`src/rtl/scan_cmd_sequencer.sv`:
```
// Beam-scan command sequencer: plays {ctrl,count} words onto the scan control bus with a one-word prefetch.
// Build macro SCAN_SEQ_LOOP_EN adds i_loop, which replays the list from the top instead of finishing.
module scan_cmd_sequencer #(
    parameter logic [7:0]  IDLE_CTRL = 8'h00,
    parameter int unsigned FETCH_TO  = 255
) (
    input  logic        i_clk,
    input  logic        i_rst_n,
    input  logic        i_start,
    input  logic        i_abort,
    input  logic        i_tick,
    input  logic [23:0] i_cmd_data,
    input  logic        i_cmd_valid,
`ifdef SCAN_SEQ_LOOP_EN
    input  logic        i_loop,
`endif
    output logic        o_cmd_ready,
    output logic        o_cmd_rewind,
    output logic [7:0]  o_ctrl_out,
    output logic [15:0] o_seg_remain,
    output logic        o_busy,
    output logic        o_done,
    output logic        o_err,
    output logic        o_underrun
);

    typedef enum logic [1:0] {
        ST_IDLE,
        ST_FETCH,
        ST_RUN,
        ST_DONE
    } state_t;

    // The FETCH timer counts 0..FETCH_TO-1; FETCH_TO=0 disables the timeout entirely.
    localparam int unsigned     TW         = (FETCH_TO > 1) ? $clog2(FETCH_TO) : 1;
    localparam logic [TW-1:0]   FETCH_LAST = TW'((FETCH_TO == 0) ? 0 : FETCH_TO - 1);

    state_t        r_state;
    logic [7:0]    r_ctrl;
    logic [15:0]   r_remain;
    logic          r_buf_valid;
    logic [23:0]   r_buf_data;
    logic [TW-1:0] r_fetch_cnt;
    logic          r_rewind;
    logic          r_err;
    logic          r_underrun;

    state_t        w_state_nxt;
    logic [7:0]    w_ctrl_nxt;
    logic [15:0]   w_remain_nxt;
    logic          w_buf_valid_nxt;
    logic          w_buf_load;
    logic [TW-1:0] w_fetch_cnt_nxt;
    logic          w_rewind_nxt;
    logic          w_err_nxt;
    logic          w_underrun_nxt;

    logic          w_ready;
    logic          w_xfer;
    logic          w_seg_end;
    logic          w_loop;

`ifdef SCAN_SEQ_LOOP_EN
    assign w_loop = i_loop;
`else
    assign w_loop = 1'b0;
`endif

    // Prefetch only while the buffer is free and the active segment is not the LAST one.
    assign w_ready   = (r_state == ST_FETCH) ||
                       ((r_state == ST_RUN) && !r_buf_valid && !r_ctrl[7]);
    assign w_xfer    = w_ready && i_cmd_valid;
    assign w_seg_end = (r_remain == 16'd0) || (i_tick && (r_remain == 16'd1));

    // NOTE: every next-value signal gets its default first, so no path through the case infers a latch.
    always_comb begin
        w_state_nxt     = r_state;
        w_ctrl_nxt      = r_ctrl;
        w_remain_nxt    = r_remain;
        w_buf_valid_nxt = r_buf_valid;
        w_buf_load      = 1'b0;
        w_fetch_cnt_nxt = '0;
        w_rewind_nxt    = 1'b0;
        w_err_nxt       = r_err;
        w_underrun_nxt  = r_underrun;

        case (r_state)
            ST_IDLE: begin
                if (i_start) begin
                    w_state_nxt    = ST_FETCH;
                    w_rewind_nxt   = 1'b1;
                    w_err_nxt      = 1'b0;
                    w_underrun_nxt = 1'b0;
                end
            end

            ST_FETCH: begin
                if (w_xfer) begin
                    w_state_nxt  = ST_RUN;
                    w_ctrl_nxt   = i_cmd_data[23:16];
                    w_remain_nxt = i_cmd_data[15:0];
                end else if ((FETCH_TO != 0) && (r_fetch_cnt == FETCH_LAST)) begin
                    w_state_nxt = ST_IDLE;
                    w_ctrl_nxt  = IDLE_CTRL;
                    w_err_nxt   = 1'b1;
                end else if (FETCH_TO != 0) begin
                    w_fetch_cnt_nxt = r_fetch_cnt + 1'b1;
                end
            end

            ST_RUN: begin
                if (w_seg_end) begin
                    if (r_buf_valid) begin
                        w_ctrl_nxt      = r_buf_data[23:16];
                        w_remain_nxt    = r_buf_data[15:0];
                        w_buf_valid_nxt = 1'b0;
                    end else if (w_xfer) begin
                        // A word arriving on the very edge the segment ends goes straight to active.
                        w_ctrl_nxt   = i_cmd_data[23:16];
                        w_remain_nxt = i_cmd_data[15:0];
                    end else if (r_ctrl[7] && !w_loop) begin
                        w_state_nxt  = ST_DONE;
                        w_ctrl_nxt   = IDLE_CTRL;
                        w_remain_nxt = '0;
                    end else begin
                        // CtrlOut holds through the refetch; only a non-LAST end is an underrun.
                        w_state_nxt    = ST_FETCH;
                        w_remain_nxt   = '0;
                        w_rewind_nxt   = r_ctrl[7];
                        w_underrun_nxt = r_underrun | ~r_ctrl[7];
                    end
                end else begin
                    if (i_tick) begin
                        w_remain_nxt = r_remain - 16'd1;
                    end
                    if (w_xfer) begin
                        w_buf_valid_nxt = 1'b1;
                        w_buf_load      = 1'b1;
                    end
                end
            end

            ST_DONE: begin
                w_state_nxt = ST_IDLE;
            end

            default: begin
                w_state_nxt = ST_IDLE;
                w_ctrl_nxt  = IDLE_CTRL;
            end
        endcase

        // Abort wins over everything, including Start and a same-cycle transfer.
        if (i_abort) begin
            w_state_nxt     = ST_IDLE;
            w_ctrl_nxt      = IDLE_CTRL;
            w_remain_nxt    = '0;
            w_buf_valid_nxt = 1'b0;
            w_buf_load      = 1'b0;
            w_fetch_cnt_nxt = '0;
            w_rewind_nxt    = 1'b0;
            w_err_nxt       = r_err;
            w_underrun_nxt  = r_underrun;
        end
    end

    // NOTE: sequential state is written only with <= so every register samples pre-edge values.
    always_ff @(posedge i_clk or negedge i_rst_n) begin
        if (!i_rst_n) begin
            r_state     <= ST_IDLE;
            r_ctrl      <= IDLE_CTRL;
            r_remain    <= '0;
            r_buf_valid <= 1'b0;
            r_fetch_cnt <= '0;
            r_rewind    <= 1'b0;
            r_err       <= 1'b0;
            r_underrun  <= 1'b0;
        end else begin
            r_state     <= w_state_nxt;
            r_ctrl      <= w_ctrl_nxt;
            r_remain    <= w_remain_nxt;
            r_buf_valid <= w_buf_valid_nxt;
            r_fetch_cnt <= w_fetch_cnt_nxt;
            r_rewind    <= w_rewind_nxt;
            r_err       <= w_err_nxt;
            r_underrun  <= w_underrun_nxt;
        end
    end

    // NOTE: the buffer payload has no reset; r_buf_valid alone says whether it means anything.
    always_ff @(posedge i_clk) begin
        if (w_buf_load) begin
            r_buf_data <= i_cmd_data;
        end
    end

    assign o_cmd_ready  = w_ready;
    assign o_cmd_rewind = r_rewind;
    assign o_ctrl_out   = r_ctrl;
    assign o_seg_remain = r_remain;
    assign o_busy       = (r_state != ST_IDLE);
    assign o_done       = (r_state == ST_DONE);
    assign o_err        = r_err;
    assign o_underrun   = r_underrun;

    a_done_one_cycle: assert property (@(posedge i_clk) disable iff (!i_rst_n)
        o_done |=> !o_done);
    a_rewind_in_fetch: assert property (@(posedge i_clk) disable iff (!i_rst_n)
        o_cmd_rewind |-> (r_state == ST_FETCH));
    a_buf_only_in_run: assert property (@(posedge i_clk) disable iff (!i_rst_n)
        r_buf_valid |-> (r_state == ST_RUN));

endmodule

```
`config.mk`:
```
export PLATFORM = sky130hd
export DESIGN_NAME = scan_cmd_sequencer
export DESIGN_NICKNAME = d
export VERILOG_FILES = /design/src/rtl/scan_cmd_sequencer.sv
export SDC_FILE = /design/constraint.sdc
export NUM_CORES = 1
export LEC_CHECK = 0
export BUFFER_PORTS_ARGS = -buffer_cell sky130_fd_sc_hd__buf_2
export CAP_MARGIN = 20
export CORE_ASPECT_RATIO = 0.8
export CORE_MARGIN = 2
export CORE_UTILIZATION = 50
export DETAILED_ROUTE_END_ITERATION = 16
export PLACE_DENSITY = 0.76
export SETUP_SLACK_MARGIN = 0.4
export SYNTH_ARGS = -nofsm -noshare
export SYNTH_HDL_FRONTEND = slang
export SYNTH_SLANG_ARGS = --single-unit
export TNS_END_PERCENT = 20
```
`constraint.sdc`:
```
create_clock -name i_clk -period 4.4 [get_ports i_clk]
set_input_delay 0 -clock i_clk [delete_from_list [all_inputs] [get_ports i_clk]]
set_output_delay 0 -clock i_clk [all_outputs]
set_load 0.02 [all_outputs]
```
==> results.py <==
metrics = {
    "die": {
        "die-height_um": 76.2,
        "ios": 60,
        "die_x_um": 94.2,
        "initial_utilization_pct": 51.3,
        "die-area_mm2": 0.00718,
        "core_mm2": 0.00634,
        "num_rows": 26,
    },
    "clock_network": {
        "ctsHoldBuffers": 25,
        "post-cts-setup-buffers": 0,
        "clock_sinks": 62,
        "htree_levels": 3,
        "cts_resized": 0,
        "root_buffer": "clkbuf_8",
        "cts_buffers": 9,
        "clock_latency_ns": 0.34,
        "cts_tree": "done",
        "path_clk_slew_ns": 0.07,
        "cts_buffer_depth": 2,
    },
    "placed_design": {
        "io_buffer_count": 59,
        "globalplace.congestion": 0.891,
        "dp_hpwl_mm": 5.70,
    },
    "layout": {
        "nets": 429,
        "diodes": 0,
        "layout-drive-gt1-share_pct": 24.1,
        "fillers": 525,
        "syn_to_final_growth_pct": 24.5,
    },
    "power_and_ir_drop": {
        "ir_drop_uv": 163,
        "power_density_mw_per_mm2": 377,
        "p_leak_nw": 1.72,
        "power_mw": 1.53,
    },
    "synthesis": {
        "synthFlopType": "dfrtp_1",
        "ys_ff_latch": 62,
        "synth_area_leaders": "dfrtp_1 (29%), edfxtp_1 (22%), a22oi_1 (3.9%), nand2_1 (3.3%), a21oi_1 (2.8%)",
        "synth_cell_type_count": 55,
        "synthArstFlopShare_pct": 61.3,
        "synth_edf_count": 24,
        "synth.avg_cell_area_um2": 10.3,
        "synth_top_area_share_pct": 29.2,
        "ys_warn_count": 0,
        "yosysTopAreaCell": "dfrtp_1",
        "synth_nets": 351,
        "ys_seq_area_share_pct": 51.3,
        "syn_inst": 316,
        "syn-cell-area_mm2": 0.00326,
    },
    "global_routing": {
        "track_usage_pct": 24.7,
        "grt_overflow_total": 0,
        "grt_pass1_vias": 2637,
        "antenna_found_initial": 0,
        "grt_start_max_net_pins": 39,
        "grt_pass1_wl_mm": 13.5,
    },
    "routing": {
        "wl_met2_mm": 3.70,
        "wirelength_mm": 8.45,
        "drtAntennaViolNets": 0,
        "remaining_drc_errors": 0,
        "post_drt_wl_per_cell_um": 17.5,
        "wl_met1_mm": 3.83,
        "met3WireLength_um": 756,
        "vias": 2841,
        "highest_layer": "met4",
        "dr.pass1.iters": 5,
        "drt_iter0_markers": 225,
        "via_per_inst": 5.88,
    },
    "sta": {
        "finalSetupViolations": 0,
        "hold_viol_final": 0,
        "rsz0062_at_grt": "false",
        "worst_slew_pin_slew_ns": 0.892,
        "slew_violations": 0,
        "fmaxAchievable_mhz": 344,
        "clock_skew_ns": 0.00871,
        "finalSetupTns_ns": 0,
        "slew_headroom_pct": 40.5,
        "finalCritPeriodShare_pct": 66.0,
        "min_period_ns": 2.90,
    },
    "setup_path": {
        "start_kind": "flop",
        "cp-end-kind": "flop",
        "criticalPathCategory": "flop to flop",
        "cp_max_fo": 11,
        "arrival_ns": 3.16,
        "required_ns": 4.65,
    },
    "status": {
        "outcome": "finished clean",
    },
    "min_path": {
        "min_path_type": "input port to flop",
    },
    "flow_run": {
        "cap_violations": 0,
    },
}
-- sequential cells by signal, summed over array words and instances (netlist names), 2 cells and up --
signal	cells
r_state	2
o_seg_remain	16
r_buf_data	24
r_fetch_cnt	8
o_ctrl_out	8
-- report_power, final --
group	internal, mW	switching (mW)	leakage (nW)	total [mW]
Clock	0.252	0.214	0.0946	0.467
Sequential	0.636	0.0436	0.727	0.680
Combinational	0.145	0.236	0.898	0.381
-- worst max-delay path, cell delays in order, from the launching register on --
cell and delay [ns]:
dfrtp_1 0.42, or4_1 0.71, nor4_4 0.35, and2_1 0.52, a31oi_1 0.14, or3_1 0.44, a22oi_1 0.21
-- synthesized netlist by cell type, types with 2 or more instances --
cell and number:
ha_1 5, a22o_1 2, nor4_1 3, nand4_1 2
and3_1 2, nand3_1 8, o21ai_0 15, o211ai_1 2
a211oi_2 4, or2_2 2, or3_1 6, nor2b_1 5
nand2_1 29, buf_2 5, clkbuf_1 15, nand2b_1 6
xnor2_1 5, a211oi_1 2, nor2_1 22, inv_1 9
a21oi_1 18, and2_1 4, dfrtp_1 38, a221o_1 6
a22oi_1 17, a221oi_1 2, a31oi_1 4, a32oi_1 5
edfxtp_1 24, and4_1 2, mux2i_1 4, o21ai_1 2
o32ai_1 3, nor3_1 8, or4_4 3, xor2_1 8
-- cells in the final DEF (no fill, tap or decap), types with 8 or more instances in the layout --
master         count
nand2_1           29
dlygate4sd3_1     25
a21oi_1           18
inv_1              9
nor3_1             8
o21ai_0           15
xor2_1             8
edfxtp_1          24
nor2_1            22
dfrtp_1           38
nand3_1            8
clkbuf_8          10
buf_2             59
a22oi_1           17
-- layer usage --
metal,GRT usage [%],up-vias
met5,0,-
met1,35.8,1332
met3,8.01,18
met4,10.4,0
li1,-,1336
met2,33.9,155
-- area by class of cell --
cell class | count | area [µm²] | share of cell area [%]
Clock buffer | 13 | 170 | 4.20
Sequential cell | 62 | 1670 | 41.2
Multi-Input combinational cell | 224 | 1480 | 36.5
Timing Repair Buffer | 88 | 576 | 14.2
Clock inverter | 3 | 17.5 | 0.432
Tap cell | 84 | 105 | 2.59
Inverter | 9 | 33.8 | 0.833
-- stage by stage --
stage / util, % / setup slack [ns] / hold WS (ns) / cell area, µm² / instances
after global placement: 57.0 / 1.61 / 0.182 / 3620 / 442
after global routing: 63.9 / 1.32 / 0.0551 / 4060 / 483
final: 63.9 / 1.50 / 0.0563 / 4060 / 483
after CTS: 63.9 / 1.55 / 0.0292 / 4060 / 483
after detailed placement: 57.0 / 1.57 / 0.180 / 3620 / 442
after floorplan: - / 1.19 / -0.296 / 3260 / 316
-- cells by family after synthesis --
family          after synthesis  synth area share [%]
buf+inv                      30                  3.65
compound gates               89                  19.4
xor+xnor                     13                  3.50
flops                        62                  51.3
mux                           4                  1.23
fa+ha+maj                     5                  1.92
simple gates                113                  18.9
-- path summary, 6_finish.rpt --
check / start / to / slack (ns) / cells past startpoint
hold reg to reg: o_err / o_err / 0.51 / 1
setup / recovery: o_seg_remain[6] / o_ctrl_out[0] / 1.50 / 6
setup reg to reg: o_seg_remain[6] / o_ctrl_out[0] / 1.50 / 6
min in group asynchronous: i_rst_n / o_seg_remain[6] / 0.33 / 2
hold / removal: i_cmd_valid / r_state[1] / 0.06 / 3
max in group asynchronous: i_rst_n / o_seg_remain[0] / 3.51 / 2
(Power assumes the default switching activity.)
